File: config.mk
export PLATFORM = sky130hd
export DESIGN_NAME = serializer_byte
export DESIGN_NICKNAME = d
export VERILOG_FILES = /design/src/rtl/serializer_byte.sv
export SDC_FILE = /design/constraint.sdc
export NUM_CORES = 1
export LEC_CHECK = 0
export ABC_AREA = 1
export CORE_MARGIN = 2
export CORE_UTILIZATION = 40
export DETAILED_ROUTE_END_ITERATION = 8
export PLACE_DENSITY = 0.71
export SLEW_MARGIN = 10
export SYNTH_ARGS = -nofsm -noshare
export SYNTH_HDL_FRONTEND = slang
export SYNTH_SLANG_ARGS = --single-unit
File: constraint.sdc
create_clock -name dclk -period 1.6 [get_ports dclk]
set_input_delay 0.24 -clock dclk [delete_from_list [all_inputs] [get_ports dclk]]
set_output_delay 0.24 -clock dclk [all_outputs]
set_load 0.02 [all_outputs]
File: src/rtl/serializer_byte.sv
// Byte-to-bit serializer: one 8-bit word per 8 dclk cycles, with an idle alignment preamble after reset.
// Optional macro SER_LSB_FIRST_EN selects LSB-first transmission (default is MSB-first).
module serializer_byte #(
    parameter logic [7:0]  IDLE_CHAR   = 8'hBC,
    parameter int unsigned ALIGN_WORDS = 4
) (
    input  logic       dclk,
    input  logic       reset_L,
    input  logic [7:0] data_in,
    input  logic       valid_in,
    output logic       load_req,
    output logic       active,
    output logic       data_out
);
    localparam int unsigned WORD_W     = 8;
    localparam int unsigned CNT_W      = 3;
    localparam logic [7:0]  ALIGN_LAST = 8'(ALIGN_WORDS - 1);

    typedef enum logic {
        ST_ALIGN  = 1'b0,
        ST_ACTIVE = 1'b1
    } state_t;

    localparam state_t RESET_STATE = (ALIGN_WORDS == 0) ? ST_ACTIVE : ST_ALIGN;

    state_t            state;
    logic [CNT_W-1:0]  bit_cnt;
    logic [WORD_W-1:0] shreg;
    logic [7:0]        align_cnt;
    logic [WORD_W-1:0] word;
    logic              load_edge;

    assign load_edge = (bit_cnt == 3'd7);

    // Word captured at a load edge; payload is only accepted once aligned.
    always_comb begin
        word = IDLE_CHAR;
        if (state == ST_ACTIVE && valid_in) begin
            word = data_in;
        end
    end

    always_ff @(posedge dclk or negedge reset_L) begin
        if (!reset_L) begin
            bit_cnt   <= 3'd7;
            shreg     <= '0;
            align_cnt <= '0;
            state     <= RESET_STATE;
        end else begin
            bit_cnt <= bit_cnt + 3'd1;
            if (load_edge) begin
                shreg <= word;
                if (state == ST_ALIGN) begin
                    align_cnt <= align_cnt + 8'd1;
                    if (align_cnt == ALIGN_LAST) begin
                        state <= ST_ACTIVE;
                    end
                end
            end else begin
`ifdef SER_LSB_FIRST_EN
                shreg <= {1'b0, shreg[WORD_W-1:1]};
`else
                shreg <= {shreg[WORD_W-2:0], 1'b0};
`endif
            end
        end
    end

`ifdef SER_LSB_FIRST_EN
    assign data_out = shreg[0];
`else
    assign data_out = shreg[WORD_W-1];
`endif

    assign load_req = reset_L & load_edge;
    assign active   = (state == ST_ACTIVE);

endmodule
==> impl_metrics.json <==
{
  "syn-num-nets": 93,
  "dp_hpwl_um": 1030,
  "fin_cells": 124,
  "avgViaCountPerCell": 4.69,
  "insertedDiodeCount": 0,
  "maxCapViolations": 0,
  "p_seq_frac": 0.532,
  "combinationalPowerShare": 0.050,
  "synth-seq-cells": 20,
  "outcome": "complete, but fails checks",
  "drc": 0,
  "crit_path_end_kind": "primary output",
  "worst_hold_path_type": "in -> async",
  "fin_area_um2": 1120,
  "slew_headroom": 0.838,
  "final_cell_mix": "dfrtp_1, nand2_1, clkdlybuf4s50_1, inv_1, o22a_1",
  "htree_levels": 1,
  "yosys_warnings": 0,
  "worst_slack_ns": -0.00959,
  "place_inst": 120,
  "cts_hold_buf": 0,
  "cts.sinks": 20,
  "seq_area_frac_synth": 0.590,
  "port_buffers": 13,
  "cts_buffers": 3,
  "met3_length_um": 44,
  "post_cts_buffers": 0,
  "track_usage": 0.133,
  "routed.top_layer": "met4",
  "die_w_um": 50.2,
  "cts_tree": "yes",
  "required_ns": 1.36,
  "violations": "negative setup slack",
  "place_ws_ns": -0.191,
  "grt_overflow": 0,
  "antenna_left": 0,
  "place_congestion": 0.757,
  "worstSetupStartpointType": "flop",
  "p_int_uw": 799,
  "hold_viol": 0,
  "cts.root.buffer_cell": "clkbuf_4",
  "final_util": 0.565,
  "ioPinCount": 14,
  "fin_crit_sh": 1.01,
  "grt_pass1_vias": 538,
  "switching_share": 0.179,
  "setup_viol": 1,
  "wl_met1_um": 630,
  "p_leak_nw": 0.544,
  "rows": 16,
  "nets": 112,
  "routedWlPerCell_um": 11.1,
  "placed_cell_area_um2": 1030,
  "rsz0062_at_grt": "yes",
  "antenna_found_initial": 0,
  "slew_viol_final": 0,
  "clkPwrFrac": 0.419,
  "clock_latency_ns": 0.30,
  "clk_pin_slew_worst_paths_ns": 0.12,
  "netlist_area_um2": 855,
  "arrival_ns": 1.37,
  "ys_types": 21,
  "grt_max_degree": 21,
  "path_class": "reg -> out",
  "die_area_um2": 2520,
  "avgSynthCellArea_um2": 10.8,
  "clock_path_buffers": 2,
  "power_uw": 973,
  "peakVddDrop_mv": 0.620,
  "fin_worst_skew_ns": 0.0115,
  "core_um2": 1980,
  "initial_utilization": 0.431,
  "syn_inst": 79,
  "n_fill_cell": 170,
  "dr.pass1.iters": 3,
  "p_switching_uw": 174,
  "vias": 581,
  "whs_ns": 0.325,
  "layout_commonest_cell": "dfrtp_1",
  "met2_wirelength_um": 677,
  "fin_tns_setup_ns": -0.00959,
  "fmax_ghz": 0.621,
  "p_per_area_nw_per_um2": 868,
  "drt-total-wl_um": 1380,
  "period_minus_slack_ns": 1.61,
  "drt-initial-drc-count": 2,
  "drive_gt1_frac": 0.206,
  "syn2layout_area_growth_pct": 31.0,
  "crit_path_max_fanout": 2,
  "tightest_slew_ns": 0.244,
  "dieHeight_um": 50.2,
  "grt_first_pass_wirelength_um": 2460
}
registers in the layout, summed over array words and instances, names as in the netlist:
signal,flops
bit_cnt,3
active,1
shreg,8
align_cnt,8
final timing paths:
kind	slack [ns]	startpoint	cells past startpoint	end
setup / recovery	-0.01	bit_cnt[0]	5	load_req
hold / removal	0.33	reset_L	2	active
setup reg to reg	0.03	bit_cnt[0]	8	align_cnt[7]
hold reg to reg	0.47	bit_cnt[0]	1	bit_cnt[0]
max in group asynchronous	1.02	reset_L	2	bit_cnt[1]
min in group dclk	0.45	data_in[0]	3	shreg[0]
worst max-delay path, stage by stage (launching register included):
cell     delay (ns)
dfstp_2        0.58
ha_4           0.14
ha_4           0.14
nand2_2        0.06
inv_2          0.05
buf_6          0.10
power groups by stage:
stage / clock (mW) / sequential, mW / combinational, mW
after detailed placement: 0 / 0.526 / 0.0494
after global routing: 0.453 / 0.518 / 0.0539
after floorplan: 0 / 0.528 / 0.00777
final: 0.407 / 0.517 / 0.0486
after global placement: 0 / 0.526 / 0.0489
after CTS: 0.416 / 0.517 / 0.0496
cell families after synthesis:
group	after synthesis	synth area share
AO/OA/AOI/OAI	7	0.0717
XOR/XNOR	4	0.0410
adder cells (fa/ha/maj)	3	0.0439
buffers and inverters	13	0.0615
flip-flops	20	0.590
multiplexers	1	0.0132
AND/OR/NAND/NOR	31	0.179
cell type report:
cell class | count | area (um^2) | share of cell area
inverters | 12 | 45.0 | 0.0402
clock buffers | 3 | 22.5 | 0.0201
well taps | 27 | 33.8 | 0.0302
flip-flops and latches | 20 | 504 | 0.450
repair buffers | 15 | 149 | 0.133
clock inverters | 1 | 30.0 | 0.0268
multi-input cells | 46 | 335 | 0.299
Yosys cell counts:
cell,n,area [um^2]
dfrtp_1,17,425
nand2_1,16,60.1
inv_1,11,41.3
o22a_1,5,43.8
nand3_1,4,20.0
nor2_1,4,15.0
dfstp_2,3,78.8
ha_1,3,37.5
xor2_1,3,26.3
a22o_1,2,17.5
buf_4,1,7.51
inv_2,1,3.75
mux2_1,1,11.3
nand2_4,1,11.3
nand3_2,1,10.0
nand3b_1,1,7.51
nand4_1,1,6.26
nor2_2,1,6.26
nor2_4,1,11.3
nor3_1,1,5.00
xnor2_1,1,8.76
layer usage:
| layer | vias up | track usage |
|---|---|---|
| met1 | 281 | 0.190 |
| met2 | 9 | 0.195 |
| met4 | 0 | 0.0556 |
| met5 | - | 0 |
| met3 | 2 | 0.0268 |
| li1 | 289 | - |
repair_timing:
item,4_1_cts,5_1_grt
setup endpoints to repair,5,5
pin swaps,2,3
resized for setup,12,4
(Power assumes the default switching activity.)
